File: config.mk
export PLATFORM = sky130hd
export DESIGN_NAME = pipe_exe_stage
export DESIGN_NICKNAME = d
export VERILOG_FILES = /design/src/rtl/pipe_pkg.sv /design/src/rtl/pipe_muldiv.sv /design/src/rtl/pipe_exe_stage.sv
export SDC_FILE = /design/constraint.sdc
export NUM_CORES = 1
export LEC_CHECK = 0
export BUFFER_PORTS_ARGS = -buffer_cell sky130_fd_sc_hd__buf_2
export CELL_PAD_IN_SITES_DETAIL_PLACEMENT = 2
export CELL_PAD_IN_SITES_GLOBAL_PLACEMENT = 2
export CORE_ASPECT_RATIO = 0.7
export CORE_MARGIN = 8
export CORE_UTILIZATION = 38
export DETAILED_ROUTE_END_ITERATION = 16
export PLACE_DENSITY = 0.88
export SLEW_MARGIN = 40
export SYNTH_ARGS = -nofsm -noshare
export SYNTH_HDL_FRONTEND = slang
export SYNTH_SLANG_ARGS = --single-unit
File: constraint.sdc
create_clock -name clock -period 17.5 [get_ports clock]
set_input_delay 4.375 -clock clock [delete_from_list [all_inputs] [get_ports clock]]
set_output_delay 4.375 -clock clock [all_outputs]
set_load 0.1 [all_outputs]
File: src/rtl/pipe_pkg.sv
// Shared constants and types for the pipelined MIPS execute stage.
package pipe_pkg;

  localparam int unsigned XLEN_DEFAULT = 32;

  // ALU op codes; ealuc[3] is only significant for the shift-right pair.
  localparam logic [3:0] ALUC_ADD = 4'b0000;
  localparam logic [3:0] ALUC_AND = 4'b0001;
  localparam logic [3:0] ALUC_XOR = 4'b0010;
  localparam logic [3:0] ALUC_SLL = 4'b0011;
  localparam logic [3:0] ALUC_SUB = 4'b0100;
  localparam logic [3:0] ALUC_OR  = 4'b0101;
  localparam logic [3:0] ALUC_LUI = 4'b0110;
  localparam logic [3:0] ALUC_SRL = 4'b0111;
  localparam logic [3:0] ALUC_SRA = 4'b1111;

  // Multiply/divide op codes.
  localparam logic [1:0] MDOP_MULT  = 2'b00;
  localparam logic [1:0] MDOP_MULTU = 2'b01;
  localparam logic [1:0] MDOP_DIV   = 2'b10;
  localparam logic [1:0] MDOP_DIVU  = 2'b11;

  typedef enum logic {StIdle, StBusy} md_state_e;

endpackage

File: src/rtl/pipe_muldiv.sv
// Iterative multiply/divide unit: one shift-add or restoring-subtract step per cycle,
// sign fix-up on completion, HI/LO result registers.
module pipe_muldiv
  import pipe_pkg::*;
#(
  parameter int unsigned XLEN = XLEN_DEFAULT
) (
  input  logic            clock,
  input  logic            resetn,
  input  logic            start,
  input  logic [1:0]      op,
  input  logic [XLEN-1:0] a,
  input  logic [XLEN-1:0] b,
  output logic [XLEN-1:0] hi,
  output logic [XLEN-1:0] lo,
  output logic            busy
);

  localparam int unsigned CntW = $clog2(XLEN) + 1;

  md_state_e       state_q;
  logic [CntW-1:0] cnt_q;
  logic [XLEN-1:0] acc_q;   // upper product half / partial remainder
  logic [XLEN-1:0] opa_q;   // multiplier / dividend, shifts into quotient
  logic [XLEN-1:0] opb_q;   // multiplicand / divisor magnitude
  logic            div_q, neg_q, rneg_q, dz_q;
  logic [XLEN-1:0] hi_q, lo_q;

  logic            signed_op, is_div, sa, sb;
  logic [XLEN-1:0] a_mag, b_mag;
  logic [XLEN:0]   mul_sum;
  logic [XLEN:0]   div_shift;
  logic            div_fits;
  logic [XLEN-1:0] acc_nx, opa_nx;
  logic [2*XLEN-1:0] prod, prod_fix;
  logic [XLEN-1:0] quot_fix, rem_fix;

  assign signed_op = (op == MDOP_MULT) || (op == MDOP_DIV);
  assign is_div    = (op == MDOP_DIV) || (op == MDOP_DIVU);
  assign sa        = signed_op & a[XLEN-1];
  assign sb        = signed_op & b[XLEN-1];
  // Unsigned negate also gives the right magnitude for the most negative value.
  assign a_mag     = sa ? -a : a;
  assign b_mag     = sb ? -b : b;

  // One iteration step plus the sign-corrected results of the final step.
  always_comb begin
    mul_sum   = {1'b0, acc_q} + (opa_q[0] ? {1'b0, opb_q} : '0);
    div_shift = {acc_q, opa_q[XLEN-1]};
    div_fits  = div_shift >= {1'b0, opb_q};
    if (div_q) begin
      acc_nx = div_fits ? (div_shift[XLEN-1:0] - opb_q) : div_shift[XLEN-1:0];
      opa_nx = {opa_q[XLEN-2:0], div_fits};
    end else begin
      acc_nx = mul_sum[XLEN:1];
      opa_nx = {mul_sum[0], opa_q[XLEN-1:1]};
    end
    prod     = {acc_nx, opa_nx};
    prod_fix = neg_q ? -prod : prod;
    // Divide by zero yields all-ones quotient regardless of sign.
    quot_fix = dz_q ? '1 : (neg_q ? -opa_nx : opa_nx);
    rem_fix  = rneg_q ? -acc_nx : acc_nx;
  end

  // Control FSM, datapath registers and HI/LO write-back.
  always_ff @(posedge clock or negedge resetn) begin
    if (!resetn) begin
      state_q <= StIdle;
      cnt_q   <= '0;
      acc_q   <= '0;
      opa_q   <= '0;
      opb_q   <= '0;
      div_q   <= 1'b0;
      neg_q   <= 1'b0;
      rneg_q  <= 1'b0;
      dz_q    <= 1'b0;
      hi_q    <= '0;
      lo_q    <= '0;
    end else begin
      unique case (state_q)
        StIdle: begin
          if (start) begin
            state_q <= StBusy;
            cnt_q   <= '0;
            acc_q   <= '0;
            opa_q   <= a_mag;
            opb_q   <= b_mag;
            div_q   <= is_div;
            neg_q   <= sa ^ sb;
            rneg_q  <= sa;
            dz_q    <= is_div && (b == '0);
          end
        end
        StBusy: begin
          acc_q <= acc_nx;
          opa_q <= opa_nx;
          cnt_q <= cnt_q + 1'b1;
          if (cnt_q == CntW'(XLEN - 1)) begin
            state_q <= StIdle;
            if (div_q) begin
              hi_q <= rem_fix;
              lo_q <= quot_fix;
            end else begin
              hi_q <= prod_fix[2*XLEN-1:XLEN];
              lo_q <= prod_fix[XLEN-1:0];
            end
          end
        end
        default: state_q <= StIdle;
      endcase
    end
  end

  assign busy = (state_q == StBusy);
  assign hi   = hi_q;
  assign lo   = lo_q;

endmodule

File: src/rtl/pipe_exe_stage.sv
// Execute stage: ALU, jal link path, HI/LO readout and mul/div interlock.
module pipe_exe_stage
  import pipe_pkg::*;
#(
  parameter int unsigned XLEN = XLEN_DEFAULT
) (
  input  logic            clock,
  input  logic            resetn,
  input  logic [3:0]      ealuc,
  input  logic            ealuimm,
  input  logic            eshift,
  input  logic            ejal,
  input  logic [XLEN-1:0] ea,
  input  logic [XLEN-1:0] eb_in,
  input  logic [XLEN-1:0] eimm,
  input  logic [XLEN-1:0] epc4,
  input  logic            emdstart,
  input  logic [1:0]      emdop,
  input  logic            emfhi,
  input  logic            emflo,
  input  logic            ewreg_in,
  input  logic            em2reg_in,
  input  logic            ewmem_in,
  input  logic [4:0]      ern_in,
  output logic [XLEN-1:0] ealu,
  output logic [XLEN-1:0] eb,
  output logic [4:0]      ern,
  output logic            ewreg,
  output logic            em2reg,
  output logic            ewmem,
  output logic            stall,
  output logic            md_busy
);

  logic [XLEN-1:0] a_op, b_op, alu_res, hi, lo;
  logic [3:0]      op_key;
  logic [4:0]      shamt;

  assign a_op  = eshift ? {{(XLEN-5){1'b0}}, eimm[10:6]} : ea;
  assign b_op  = ealuimm ? eimm : eb_in;
  assign shamt = a_op[4:0];
  // Bit 3 only distinguishes srl from sra; fold it away for every other op.
  assign op_key = (ealuc[2:0] == 3'b111) ? ealuc : {1'b0, ealuc[2:0]};

  // ALU result; all arithmetic wraps.
  always_comb begin
    alu_res = '0;
    case (op_key)
      ALUC_ADD: alu_res = a_op + b_op;
      ALUC_SUB: alu_res = a_op - b_op;
      ALUC_AND: alu_res = a_op & b_op;
      ALUC_OR:  alu_res = a_op | b_op;
      ALUC_XOR: alu_res = a_op ^ b_op;
      ALUC_LUI: alu_res = b_op << 16;
      ALUC_SLL: alu_res = b_op << shamt;
      ALUC_SRL: alu_res = b_op >> shamt;
      ALUC_SRA: alu_res = $unsigned($signed(b_op) >>> shamt);
      default:  alu_res = '0;
    endcase
  end

  // Result select: link address, then HI, then LO, then ALU.
  always_comb begin
    if (ejal)       ealu = epc4 + XLEN'(4);
    else if (emfhi) ealu = hi;
    else if (emflo) ealu = lo;
    else            ealu = alu_res;
  end

  pipe_muldiv #(
    .XLEN(XLEN)
  ) u_muldiv (
    .clock (clock),
    .resetn(resetn),
    .start (emdstart),
    .op    (emdop),
    .a     (ea),
    .b     (eb_in),
    .hi    (hi),
    .lo    (lo),
    .busy  (md_busy)
  );

  // HI/LO consumers and a second mul/div wait for the unit; the stalled slot becomes a bubble.
  assign stall  = md_busy & (emfhi | emflo | emdstart);
  assign eb     = eb_in;
  assign ern    = ern_in;
  assign ewreg  = ewreg_in & ~stall;
  assign em2reg = em2reg_in & ~stall;
  assign ewmem  = ewmem_in & ~stall;

endmodule
After elaboration in Yosys (flattened, before gate mapping)
Index checks and enable logic that the tools add are counted.
{"block": "classes", "n_addsub": 11, "order_cmp": 1, "n_eq_ne": 13, "shifts": 3, "muxes": 28, "bitwise": 14, "reduce_logical": 8}
{"op": "$mux 32", "count": 18}
{"op": "$pmux 32 s9", "count": 1}
{"op": "$neg 32->32", "count": 4}
{"op": "$pmux 32 s2", "count": 2}
{"op": "$mux 64", "count": 1}
{"op": "$neg 64->64", "count": 1}
{"op": "$sub 32x32->32", "count": 2}
{"op": "$add 32x33->33", "count": 1}
{"op": "$ge 33x32->1", "count": 1}
{"op": "$add 32x3->32 const B", "count": 1}
{"op": "$add 32x32->32", "count": 1}
{"op": "$and 32x32->32", "count": 1}
{"op": "$logic_not 32->1", "count": 1}
{"op": "$or 32x32->32", "count": 1}
{"op": "$shl 32x5->32", "count": 1}
{"op": "$shr 32x5->32", "count": 1}
{"op": "$sshr 32x5->32", "count": 1}
{"op": "$xor 32x32->32", "count": 1}
{"op": "$eq 4x3->1 const B", "count": 4}
{"op": "$pmux 6 s2", "count": 1}
{"op": "$eq 4x2->1 const B", "count": 2}
{"op": "$add 6x1->6 const B", "count": 1}
{"op": "$and 1x1->1", "count": 6}
{"op": "$eq 6x5->1 const B", "count": 1}
{"op": "17 further kinds", "count": 23}
{"block": "totals", "register_bits": 171}

Logic depth before layout (Yosys ltp)
{"block": "logic_depth", "word_depth": 7, "ltp_mapped": 23, "depth_no_buf": 21}

Modules after synthesis
Synthesis repeated with hierarchy kept, for this count alone.
{"block": "hier_totals", "cells_unflattened": 3363, "hier_area_um2": 25490.7}
{"mod": "pipe_muldiv", "instances": 1, "cells_each": 1969, "area_each_um2": 15289.7, "seq_area_each_um2": 4279.1}
{"mod": "pipe_exe_stage", "instances": 1, "cells_each": 1394, "area_each_um2": 10201.0, "seq_area_each_um2": 0.0}

Worst setup path after synthesis
OpenSTA, ideal clock, no wires.
{"block": "synth_path", "path_type": "input port to output port", "startpoint": "input port ealuimm", "endpoint": "output port ealu[29]", "t_arrival_ns": 11.479, "required_time_ns": 13.125, "path_slack_ns": 1.646, "cell_stages": 22, "cell_sequence": "buf_2 buf_2 buf_1 buf_2 mux2i_1 nand4_1 nor2_1 a21oi_1 xnor2_1 ha_1 and4_1 and3_1 nand4_1 a211oi_1 or4_1 a31oi_1 o211ai_1 a31o_2 a21oi_1 xnor2_1 a221oi_1 o21ai_0"}
{"block": "synth_between", "elab_chain_len": 6}
{"element": "from (decl)", "line_no": "pipe_exe_stage.sv:10", "text": "input logic ealuimm,"}
{"element": "$mux 32 (*)", "line_no": "pipe_exe_stage.sv:40", "text": "assign b_op = ealuimm ? eimm : eb_in;"}
{"element": "$sub 32x32->32, or another cell as far along", "line_no": "pipe_exe_stage.sv:50", "text": "ALUC_SUB: alu_res = a_op - b_op;"}
{"element": "$pmux 32 s9 (*)", "line_no": "pipe_exe_stage.sv:48", "text": "case (op_key)"}
{"element": "$mux 32 (*)", "line_no": "pipe_exe_stage.sv:66", "text": "else if (emflo) ealu = lo;"}
{"element": "$mux 32 (*)", "line_no": "pipe_exe_stage.sv:65", "text": "else if (emfhi) ealu = hi;"}
{"element": "$mux 32 (*)", "line_no": "pipe_exe_stage.sv:64", "text": "if (ejal) ealu = epc4 + XLEN'(4);"}
{"element": "to (decl)", "line_no": "pipe_exe_stage.sv:25", "text": "output logic [XLEN-1:0] ealu,"}
Mark *: on every way between the ends. The rest lies on a longest branch, timed or not.

Worst setup path after layout
{"block": "layout_path", "startpoint": "input port ealuimm", "endpoint": "output port ealu[23]"}
Same word-level chain as after synthesis.

==> impl_metrics.toml <==
[setup_path]
arrival_ns = 11.63
endpoint_kind = "primary output"
critPathKind = "input pin to primary output"
start_kind = "input pin"
crit_fanout = 36
cp.required_ns = 13.12

[power]
p_leak_nw = 11.59
ir_drop_mv = 0.1186
powerDensity_nw_per_um2 = 215.9

[finish]
area_growth_pct = 8.869
finalInstanceArea_sq_um = 26800
nets = 3839
final_cell_mix = "382 x nand2_1, 330 x o21ai_0, 321 x a21oi_1"
layout-drive-gt1-share_pct = 12.17
layout_commonest_cell = "nand2_1"

[placement]
dp_worst_setup_slack_ns = 1.968
io_buffer_count = 213
hpwl_microns = 114900
post_dp_cell_area_sq_um = 26160
place_congestion = 1.044

[logic_synthesis]
syn_inst = 3485
ys_warn_count = 0
avgSynthCellArea_sq_um = 7.064
syn_area_sq_um = 24620
synth.distinct_cells = 100
synthesis.nets = 3804
synth_edf_count = 0
synth_ff_type = "dfrtp_1"
ys_ff_latch = 171
async_flop_share_pct = 100.0
synth_sequential_area_ratio_pct = 17.38

[drt]
finalWirelength_microns = 149900
drtAntennaViolNets = 0
drt_first_iter_violations = 4120
wl_per_cell_microns = 34.26
viasPerCell = 6.913
vias = 30251
drt_pass1_iterations = 6
remaining_drc_errors = 0

[global_routing]
grt_pass1_wl_microns = 215000
grt_usage_pct = 38.56
grt_max_degree = 99
grt_pass1_vias = 30544
grt_overflow_total = 0
grt_antenna_before_repair = 11

[timing]
worst_slack_ns = 1.493
fin_skew_ns = 0.01268
clock.fmax_mhz = 62.47
slew_violations = 0
setup_viol = 0
rsz0062_at_grt = "false"
fin_crit_ns = 16.01
relSlewSlack_pct = 35.10
period_share_pct = 91.47
finalHoldViolCount = 0
worst_slew_pin_slew_ns = 0.9633
setup_tns_ns = 0

[cts]
cts_tree = "done"
clock_latency_ns = 0.48
clockBufferDepth = 2
clkSlewWorstSetupHoldPaths_ns = 0.08
cts.repair.resized = 0
cts_sinks = 171
cts_buffers = 17
post-cts-setup-buffers = 0
cts_root_buf = "clkbuf_16"
cts_htree_levels = 4
ctsHoldBuffers = 0

[floorplanning]
start_util_pct = 38.22
dieHeight_microns = 229.0
fp-row-count = 78
io-pin-count = 224
die-area_sq_um = 73320
core_area_sq_um = 64410
die-width_microns = 320.2

[flow_run]
cap_viol_max_count = 0

[run_status]
status = "finished clean"

[worst_hold_path]
hold_path_class = "flip-flop to flip-flop"
==> registers in the layout, summed over array words and instances (netlist names) <==
name	cells
u_muldiv.cnt_q	6
u_muldiv.opa_q	32
u_muldiv.busy	1
u_muldiv.acc_q	32
u_muldiv.rneg_q	1
u_muldiv.lo	32
u_muldiv.neg_q	1
u_muldiv.dz_q	1
u_muldiv.opb_q	32
u_muldiv.hi	32
u_muldiv.div_q	1
==> Yosys cell counts (all sizes together) (17+ instances only) <==
cell type	number	share of area, %
a22oi	17	0.54
and2	51	1.3
inv	151	2.3
o22a	25	0.89
a211oi	74	2.4
o221ai	20	0.71
dfrtp	171	17
a31oi	39	0.99
nor2	316	4.8
xor2	74	2.6
mux2i	101	4.1
or3	21	0.53
ha	166	8.4
buf	93	2.2
a221oi	35	1.2
xnor2	162	5.8
mux2	42	1.9
nand3	82	1.7
o211ai	54	1.6
nor3	102	2.1
o31ai	32	0.98
and3	35	0.93
clkbuf	166	2.5
o21bai	17	0.52
a21oi	323	6.6
a21o	49	1.5
nand2	383	5.8
o21ai	356	7.3
nor2b	20	0.51
nor4	18	0.57
nand2b	89	2.3
nand4	22	0.58
==> metal layers <==
metal  up-vias  part of all wire [%]  GRT usage [%]
met5         -                 0.073              0
li1      12572                     -              -
met3       349                    15          15.36
met4        16                   2.9          9.513
met1     15153                    42          55.06
met2      2161                    39          53.15
==> layout make-up <==
cell class	count	area, sq um
fill	7690	37610
multi-input combinational	2902	18730
sequential	171	4287
timing repair buffer	275	1568
tap	840	1051
inverter	153	574.3
clock buffer	17	425.4
clock inverter	15	157.7
antenna	3	7.507
==> metrics by stage <==
step	hold slack, ns	std cells	utilization (%)	power, W
after floorplan	0.4450	3485	-	0.003475
after global placement	0.4651	4338	40.48	0.004699
after detailed placement	0.4790	4339	40.61	0.004973
after CTS	0.4970	4371	41.52	0.005522
after global routing	0.5206	4374	41.60	0.005932
final	0.5007	4376	41.61	0.005788
==> kinds of logic (layout without fill, tap and decap cells) <==
group | count (synthesis) | after routing | synth area share, %
adders and majority gates | 169 | 169 | 8.681
xor gates and xnor gates | 236 | 236 | 8.396
and+or+nand+nor | 1195 | 1195 | 23.03
AOI/OAI and AO/OA | 1159 | 1159 | 29.43
DFF | 171 | 171 | 17.38
other | 0 | 3 | 0
muxes | 143 | 143 | 6.028
buffers and inverters | 412 | 460 | 7.054
==> power by group <==
part,internal [W],switching [W],total [W]
Clock,0.000191,0.000224,0.000415
Sequential,0.000591,0.000318,0.000909
Combinational,0.00139,0.00308,0.00446
==> path summary, 6_finish.rpt <==
check                                            endpoint  cells after the start                      startpoint  slack, ns
max in group asynchronous         u_muldiv.busy$_DFF_PN0_                      2                          resetn      12.51
setup / recovery                                 ealu[23]                     23                         ealuimm       1.49
hold / removal                 u_muldiv.hi[7]$_DFFE_PN0P_                      2      u_muldiv.hi[7]$_DFFE_PN0P_       0.50
min in group asynchronous  u_muldiv.opb_q[24]$_DFFE_PN0P_                      1                          resetn       3.83
setup reg to reg              u_muldiv.hi[20]$_DFFE_PN0P_                     19  u_muldiv.opb_q[30]$_DFFE_PN0P_      10.21
hold reg to reg                u_muldiv.hi[7]$_DFFE_PN0P_                      2      u_muldiv.hi[7]$_DFFE_PN0P_       0.50
==> critical path: stages <==
cell	delay, ns
buf_4	0.46
mux2i_1	0.74
ha_1	0.35
nand2_1	0.09
or3_1	0.42
nor2_1	0.57
a21oi_1	0.18
xnor2_1	0.16
ha_1	0.38
a21oi_1	0.30
o21ai_0	0.20
a21oi_1	0.18
nor2b_1	0.06
or4_1	0.69
a31oi_1	0.66
o21bai_1	0.12
a21oi_1	0.19
xnor2_1	0.10
a221oi_1	0.34
nor3_1	0.09
a211oi_1	0.52
a21oi_1	0.08
buf_2	0.33
No activity file was read; power rests on OpenSTA's default activity.
